### config.mk
export PLATFORM = sky130hd
export DESIGN_NAME = ddr_rx_aligner
export DESIGN_NICKNAME = d
export VERILOG_FILES = /design/src/rtl/ddr_rx_aligner_pkg.sv /design/src/rtl/ddr_rx_aligner_window.sv /design/src/rtl/ddr_rx_aligner.sv
export SDC_FILE = /design/constraint.sdc
export NUM_CORES = 1
export LEC_CHECK = 0
export ABC_AREA = 1
export CAP_MARGIN = 10
export CORE_MARGIN = 2
export CORE_UTILIZATION = 50
export CTS_CLUSTER_SIZE = 20
export DETAILED_ROUTE_END_ITERATION = 10
export PLACE_DENSITY = 0.69
export SLEW_MARGIN = 25
export SYNTH_ARGS = -nofsm -noshare
export SYNTH_HDL_FRONTEND = slang
export SYNTH_SLANG_ARGS = --single-unit
### constraint.sdc
create_clock -name CLK -period 1.65 [get_ports CLK]
set_input_delay 0.33 -clock CLK [delete_from_list [all_inputs] [get_ports CLK]]
set_output_delay 0.33 -clock CLK [all_outputs]
set_load 0.01 [all_outputs]
### src/rtl/ddr_rx_aligner_pkg.sv
// Shared types and constants for the DDR receive word aligner.
// It holds the FSM state encoding, the default training word and a saturating counter helper.
package ddr_rx_aligner_pkg;

  typedef enum logic [1:0] {
    ST_SEARCH = 2'd0,
    ST_VERIFY = 2'd1,
    ST_LOCKED = 2'd2
  } state_e;

  localparam logic [7:0] DEFAULT_SYNC_WORD = 8'hBC;

  function automatic logic [7:0] sat_inc8(input logic [7:0] v);
    return (v == 8'hFF) ? v : v + 8'd1;
  endfunction

endpackage

### src/rtl/ddr_rx_aligner_window.sv
// History window for the IDDR bit pair stream, plus both candidate word compares.
// Two candidates at adjacent bit offsets cover every alignment because the window advances two bits per clock.
module ddr_rx_window
  import ddr_rx_aligner_pkg::*;
#(
  parameter int                    WORD_WIDTH = 8,
  parameter logic [WORD_WIDTH-1:0] SYNC_WORD  = WORD_WIDTH'(DEFAULT_SYNC_WORD)
) (
  input  logic                  clk,
  input  logic                  rst_n,
  input  logic                  q1,
  input  logic                  q2,
  output logic [WORD_WIDTH-1:0] c0,
  output logic [WORD_WIDTH-1:0] c1,
  output logic                  match0,
  output logic                  match1
);

  logic [WORD_WIDTH:0] hist_q;
  logic [WORD_WIDTH:0] hist_d;

  // Q1 is the earlier bit, so it lands one place above Q2.
  always_comb begin
    hist_d = {hist_q[WORD_WIDTH-2:0], q1, q2};
  end

  always_ff @(posedge clk or negedge rst_n) begin
    if (!rst_n) begin
      hist_q <= '0;
    end else begin
      hist_q <= hist_d;
    end
  end

  assign c0     = hist_q[WORD_WIDTH-1:0];
  assign c1     = hist_q[WORD_WIDTH:1];
  assign match0 = (c0 == SYNC_WORD);
  assign match1 = (c1 == SYNC_WORD);

endmodule

### src/rtl/ddr_rx_aligner.sv
// Word aligner and lock controller for the IDDR two-bit-per-clock stream.
// It searches for a sync word, verifies a run of them, then emits aligned words with a valid strobe.
module ddr_rx_aligner
  import ddr_rx_aligner_pkg::*;
#(
  parameter int                    WORD_WIDTH = 8,
  parameter logic [WORD_WIDTH-1:0] SYNC_WORD  = WORD_WIDTH'(DEFAULT_SYNC_WORD),
  parameter int                    LOCK_COUNT = 4
) (
  input  logic                  CLK,
  input  logic                  RST_N,
  input  logic                  ENABLE,
  input  logic                  RESYNC,
  input  logic                  Q1,
  input  logic                  Q2,
  output logic [WORD_WIDTH-1:0] DATA,
  output logic                  DATA_VALID,
  output logic                  LOCKED,
  output logic                  BIT_OFFSET,
  output logic [7:0]            SYNC_ERR_CNT
);

  localparam int              HALF      = WORD_WIDTH / 2;
  localparam int              PH_W      = (HALF > 1) ? $clog2(HALF) : 1;
  localparam logic [PH_W-1:0] PH_LAST   = PH_W'(HALF - 1);
  localparam logic [7:0]      LOCK_CNT8 = 8'(LOCK_COUNT);

  logic [WORD_WIDTH-1:0] c0;
  logic [WORD_WIDTH-1:0] c1;
  logic                  match0;
  logic                  match1;

  ddr_rx_window #(
    .WORD_WIDTH (WORD_WIDTH),
    .SYNC_WORD  (SYNC_WORD)
  ) u_window (
    .clk    (CLK),
    .rst_n  (RST_N),
    .q1     (Q1),
    .q2     (Q2),
    .c0     (c0),
    .c1     (c1),
    .match0 (match0),
    .match1 (match1)
  );

  state_e                state_q, state_d;
  logic [PH_W-1:0]       phase_q, phase_d;
  logic [7:0]            cnt_q, cnt_d;
  logic [7:0]            err_q, err_d;
  logic                  off_q, off_d;
  logic [WORD_WIDTH-1:0] data_q, data_d;
  logic                  valid_q, valid_d;
  logic                  locked_q, locked_d;

  logic                  boundary;
  logic                  sel_match;
  logic [WORD_WIDTH-1:0] sel_word;

  assign boundary  = (phase_q == PH_LAST);
  assign sel_match = off_q ? match1 : match0;
  assign sel_word  = off_q ? c1 : c0;

  always_comb begin
    state_d = state_q;
    phase_d = boundary ? '0 : phase_q + PH_W'(1);
    cnt_d   = cnt_q;
    err_d   = err_q;
    off_d   = off_q;
    data_d  = data_q;
    valid_d = 1'b0;

    if (!ENABLE || RESYNC) begin
      state_d = ST_SEARCH;
      cnt_d   = '0;
    end else begin
      case (state_q)
        ST_SEARCH: begin
          // The detection clock is itself a word boundary, so phase restarts here.
          if (match0 || match1) begin
            off_d   = ~match0;
            phase_d = '0;
            cnt_d   = 8'd1;
            state_d = (LOCK_CNT8 == 8'd1) ? ST_LOCKED : ST_VERIFY;
          end
        end
        ST_VERIFY: begin
          if (boundary) begin
            if (sel_match) begin
              cnt_d = cnt_q + 8'd1;
              if (cnt_q + 8'd1 == LOCK_CNT8) begin
                state_d = ST_LOCKED;
              end
            end else begin
              state_d = ST_SEARCH;
              cnt_d   = '0;
              err_d   = sat_inc8(err_q);
            end
          end
        end
        ST_LOCKED: begin
          if (boundary) begin
            data_d  = sel_word;
            valid_d = 1'b1;
          end
        end
        default: begin
          state_d = ST_SEARCH;
          cnt_d   = '0;
        end
      endcase
    end

    locked_d = (state_d == ST_LOCKED);
  end

  always_ff @(posedge CLK or negedge RST_N) begin
    if (!RST_N) begin
      state_q  <= ST_SEARCH;
      phase_q  <= '0;
      cnt_q    <= '0;
      err_q    <= '0;
      off_q    <= 1'b0;
      data_q   <= '0;
      valid_q  <= 1'b0;
      locked_q <= 1'b0;
    end else begin
      state_q  <= state_d;
      phase_q  <= phase_d;
      cnt_q    <= cnt_d;
      err_q    <= err_d;
      off_q    <= off_d;
      data_q   <= data_d;
      valid_q  <= valid_d;
      locked_q <= locked_d;
    end
  end

  assign DATA         = data_q;
  assign DATA_VALID   = valid_q;
  assign LOCKED       = locked_q;
  assign BIT_OFFSET   = off_q;
  assign SYNC_ERR_CNT = err_q;

endmodule

-- After elaboration in Yosys (flattened, before gate mapping)
Cells that the tools add are included.
- magnitude comparators: 0
- $mul: 0
- reductions and logical operators: 8
- bitwise gates (word level): 4
- add/subtract/negate cells: 3
- multiplexer cells: 20
- eq/ne operators: 11
- shift-type cells: 0
- div/mod/pow operators: 0
- operator list (cell ; number):
    2-to-1 mux 8 bit ; 5
    equality test 8 bit (second input constant) ; 3
    case mux 8 bit (3 select lines) ; 1
    2-to-1 mux 2 bit ; 9
    adder 8 x 1 -> 8 bit (second input constant) ; 2
    AND reduction 3 bit ; 3
    equality test 8 x 3 -> 1 bit (second input constant) ; 1
    equality test 2 bit (second input constant) ; 3
    inequality test 3 bit (second input constant) ; 2
    case mux 2 bit (3 select lines) ; 1
    AND reduction 5 bit ; 1
    2-to-1 mux 1 bit ; 4
    inverter 1 bit ; 4
    adder 2 x 1 -> 2 bit (second input constant) ; 1
    equality test 2 x 1 -> 1 bit (second input constant) ; 1
    zero test 2 bit ; 1
    logical OR 1 bit ; 2
    inequality test 2 bit (second input constant) ; 1
    zero test 1 bit ; 1
- memories: 0
- bits in read-only memories: 0
- output and inout port bits: 19
- latch bits: 0
- register bits after elaboration: 40
- input bits: 6
- bits in writable memories: 0

-- Logic depth before layout (Yosys ltp)
- depth in word-level cells: 8
- mapped depth: 10
- mapped depth without buffers: 10

-- Hierarchy
From an unflattened synthesis, not the netlist that was laid out.
- cells, all modules: 235
- area total of the unflattened synthesis: 2102.0 um^2
- modules (own cells, without submodules) (module ; area each (um^2) ; cells an instance ; times used):
    ddr_rx_aligner ; 1756.7 ; 201 ; 1
    ddr_rx_window ; 345.3 ; 34 ; 1

-- Worst setup path before layout
Ideal clock, no wire load.
- kind: reg2reg
- start: reg err_q[0] (netlist: SYNC_ERR_CNT[0])
- end: reg err_q[0] (netlist: SYNC_ERR_CNT[0])
- buffers on the path: 1
- setup time: 0.127 ns
- required time: 1.523 ns
- stages on the path, launching flop included: 8
- data arrival time: 1.364 ns
- setup slack: 0.159 ns
- clock period less this slack: 1.491 ns
- cells stage by stage: dfrtp_1 > ha_1 > nand3_1 > nor2_1 > nor2_4 > nand2_2 > buf_6 > xnor2_2
- cells in the longest elaborated chain, start to end: 3
- elaborated cells between the ends (all ways): 4
- those cells by class: add/sub (1); eq/ne (1); bitwise (1); reduce/logical (1)
- ends and longest elaborated chain (item ; line ; text):
    start, declared ; ddr_rx_aligner.sv:50 ; logic [7:0] err_q, err_d;
    start signal, assigned ; ddr_rx_aligner.sv:131 ; err_q <= err_d;
    parallel branches: the longest is 3 deep, another holds adder 8 x 1 -> 8 bit ; -- ;
Parallel ways; which one is timed is not known.
A chain may end at the register's enable or synchronous reset.

-- Worst setup path in the final report
- start: reg err_q[3] (netlist: SYNC_ERR_CNT[3])
- end: out SYNC_ERR_CNT[3]
- RTL lines (item ; line ; text):
    end, declared ; ddr_rx_aligner.sv:20 ; output logic [7:0] SYNC_ERR_CNT
No word-level cell between the ends.

==> flow_metrics.env <==
export IMPL_core_area_um2=4029
export IMPL_grtUsageMet2=0.3474
export IMPL_io_buffers=24
export IMPL_htreeDepth=2
export IMPL_hold_depth=0
export IMPL_drc=0
export IMPL_firstDrtPassIters=4
export IMPL_gp_congestion=0.8730
export IMPL_dpl_cell_area_um2=2482
export IMPL_max_cap_violations=0
export IMPL_wl_per_cell_um=12.05
export IMPL_worstPathArrival_ns=1.27
export IMPL_ys_top_cells_by_count="nand2_1, dfrtp_1, nor2_1"
export IMPL_clockBufferDepth=2
export IMPL_slowest_stage="clkdlybuf4s50_1"
export IMPL_area_delta_synth_final_pct=25.16
export IMPL_slew_viol_final=0
export IMPL_synth_top_family_by_area="simple AND/OR/NAND/NOR gates"
export IMPL_synth_fa_ha_area_frac=0.01780
export IMPL_fin_skew_ns=0.004763
export IMPL_syn_area_um2=2108
export IMPL_leakagePower_nw=1.340
export IMPL_netlist_instances=264
export IMPL_grt_max_degree=18
export IMPL_min_from="u_window.hist_q[0]$_DFF_PN0_"
export IMPL_worstSetupStartpointType="flop"
export IMPL_synthArstFlopShare=1.000
export IMPL_yosysWarnings=0
export IMPL_synth_seq_cells=40
export IMPL_busiest_layer="met2"
export IMPL_status="finished clean"
export IMPL_power_density_nw_per_um2=769.0
export IMPL_peakVddDrop_v=0.0006493
export IMPL_antenna_found_initial=0
export IMPL_crit_chain="clkdlybuf4s50_1"
export IMPL_cpLargestDelayFamily="buffers and inverters"
export IMPL_reg2reg_depth=8
export IMPL_yosys_area_share_simple=0.3430
export IMPL_finalCritPeriodShare=0.9693
export IMPL_worstMarginPinSlew_ns=0.3492
export IMPL_antenna_left=0
export IMPL_dp_hpwl_um=3302
export IMPL_grt_use_met3=0.05357
export IMPL_die_w_um=68.94
export IMPL_synthTopCellsByArea="dfrtp_1, nand2_1, nor2_1"
export IMPL_synth_xor_area_frac=0.03680
export IMPL_die_area_um2=4752
export IMPL_stdcell_area_um2=2639
export IMPL_clkSinkCount=40
export IMPL_syn_nets=273
export IMPL_layout_nets=319
export IMPL_grt_usage=0.2224
export IMPL_cp_slowest_stage_delay_ns=0.56
export IMPL_endpoint_kind="output port"
export IMPL_worstSkewPairLatency_ns=0.29
export IMPL_n_fill_cell=371
export IMPL_n_antenna_cell=0
export IMPL_cts_tree="yes"
export IMPL_cts_made_buffers=5
export IMPL_max_slew_margin=0.7672
export IMPL_final_hold_viol_count=0
export IMPL_cp_buffers_inverters=1
export IMPL_ys_types=31
export IMPL_ff2ff_setup_slack_ns=0.20
export IMPL_yosys_area_top_type="dfrtp_1"
export IMPL_worstSetupPathType="flop to output port"
export IMPL_synth_flop_cell="dfrtp_1"
export IMPL_worstReg2RegStart="u_window.hist_q[2]$_DFF_PN0_"
export IMPL_max_clock_freq_mhz=625.3
export IMPL_cts_root_buf="clkbuf_8"
export IMPL_start_util=0.5233
export IMPL_holdPathEnd="u_window.hist_q[2]$_DFF_PN0_"
export IMPL_netlist_area_leader_share=0.4748
export IMPL_cts_clk_slew_worst_paths_ns=0.07
export IMPL_finalSetupViolations=0
export IMPL_min_path_type="flop to flop"
export IMPL_synth_edf_count=0
export IMPL_crit_required_ns=1.32
export IMPL_grt_pass1_vias=1763
export IMPL_ios=25
export IMPL_overflow=0
export IMPL_die_y_um=68.94
export IMPL_avgSynthCellArea_um2=7.986
export IMPL_synth_compound_area_frac=0.05460
export IMPL_utilization=0.6550
export IMPL_vias=1846
export IMPL_muxShareOfSynthArea=0
export IMPL_seq_area_frac_synth=0.4748
export IMPL_gr_usage_met1=0.2917
export IMPL_layout_min_cycle_time_ns=1.599
export IMPL_grt_pass1_wl_um=7776
export IMPL_synth_most_common_cell="nand2_1"
export IMPL_wirelength_um=4351
export IMPL_r2r_end="cnt_q[5]$_DFFE_PN0P_"
export IMPL_via_per_inst=5.114
export IMPL_drive_gt1_frac=0.1736
export IMPL_drt_iter0_markers=109
export IMPL_crit_fanout=4
export IMPL_rows=23
export IMPL_total_power_mw=2.029
[power by group]
group,total [mW],leakage (nW),switching (mW),internal [mW]
clock,0.780,0.0552,0.331,0.449
combinational,0.190,0.768,0.100,0.0898
sequential,1.06,0.517,0.0358,1.02
[stage by stage]
stage | std cells | setup WS [ns] | TNS [ns] | hold WS (ns)
finish | 361 | 0.05069 | 0 | 0.4215
global route | 361 | -0.002364 | -0.002364 | 0.4590
CTS | 357 | 0.01067 | 0 | 0.4314
detailed placement | 348 | -0.1680 | -2.522 | 0.2550
global placement | 348 | -0.1331 | -1.494 | 0.2519
floorplan | 264 | 0.1588 | 0 | 0.03441
[kinds of logic after synthesis]
logic type	after synthesis
fa+ha+maj	3
simple gates	160
xor+xnor	8
flops	40
compound gates	17
buf+inv	36
[timing repair]
item | 4_1_cts | 5_1_grt
buffers inserted | 0 | 4
setup endpoints to repair | 3 | 7
hold buffers | 1 | 0
resized for setup | 3 | 2
hold endpoints to repair | 14 | 0
[layer usage]
metal  up-vias  share of wire
li1        921              -
met1       862           0.46
met2        49           0.46
met3        14          0.048
met4         0          0.027
met5         -              0
[worst max path at each step]
stage / from / to / slack, ns / depth (start not counted)
2_1_floorplan: SYNC_ERR_CNT[0]$_DFFE_PN0P_ / SYNC_ERR_CNT[0]$_DFFE_PN0P_ / 0.16 / 7
3_3_place_gp: ENABLE / cnt_q[5]$_DFFE_PN0P_ / -0.13 / 10
3_5_place_dp: ENABLE / cnt_q[6]$_DFFE_PN0P_ / -0.17 / 10
4_1_cts: BIT_OFFSET$_DFFE_PN0P_ / BIT_OFFSET / 0.01 / 1
5_1_grt: cnt_q[0]$_DFFE_PN0P_ / state_q[1]$_DFF_PN0_ / -0.002 / 8
6_report: SYNC_ERR_CNT[3]$_DFFE_PN0P_ / SYNC_ERR_CNT[3] / 0.05 / 1
[layout make-up]
type,count,area (um2),share of cell area
timing repair buffer,44,386.6,0.1465
tap,50,62.56,0.02371
clock buffer,6,72.57,0.02750
multi-input combinational,188,960.9,0.3642
inverter,31,117.6,0.04457
sequential,40,1003,0.3803
clock inverter,2,35.03,0.01328
[layout by cell type (no fill, tap or decap), types with 3 or more instances in the layout]
cell type,netlist,final
inv_2,3,3
nand2_2,6,5
buf_4,0,19
nand2_4,2,3
nand3_1,21,21
inv_1,27,27
nor2_2,5,5
nor3_1,3,3
dfrtp_1,40,38
nand2_1,84,84
nand4_1,5,5
a31oi_1,8,8
xor2_1,4,4
clkbuf_8,0,5
nor2_1,29,29
xnor2_1,3,3
clkdlybuf4s50_1,0,22
[flip-flops by register name (all words and copies together) (netlist names)]
| signal | flops |
|---|---|
| u_window.hist_q | 9 |
| phase_q | 2 |
| DATA_VALID | 1 |
| LOCKED | 1 |
| DATA | 8 |
| cnt_q | 8 |
| SYNC_ERR_CNT | 8 |
| BIT_OFFSET | 1 |
| state_q | 2 |
(Power assumes the default switching activity.)
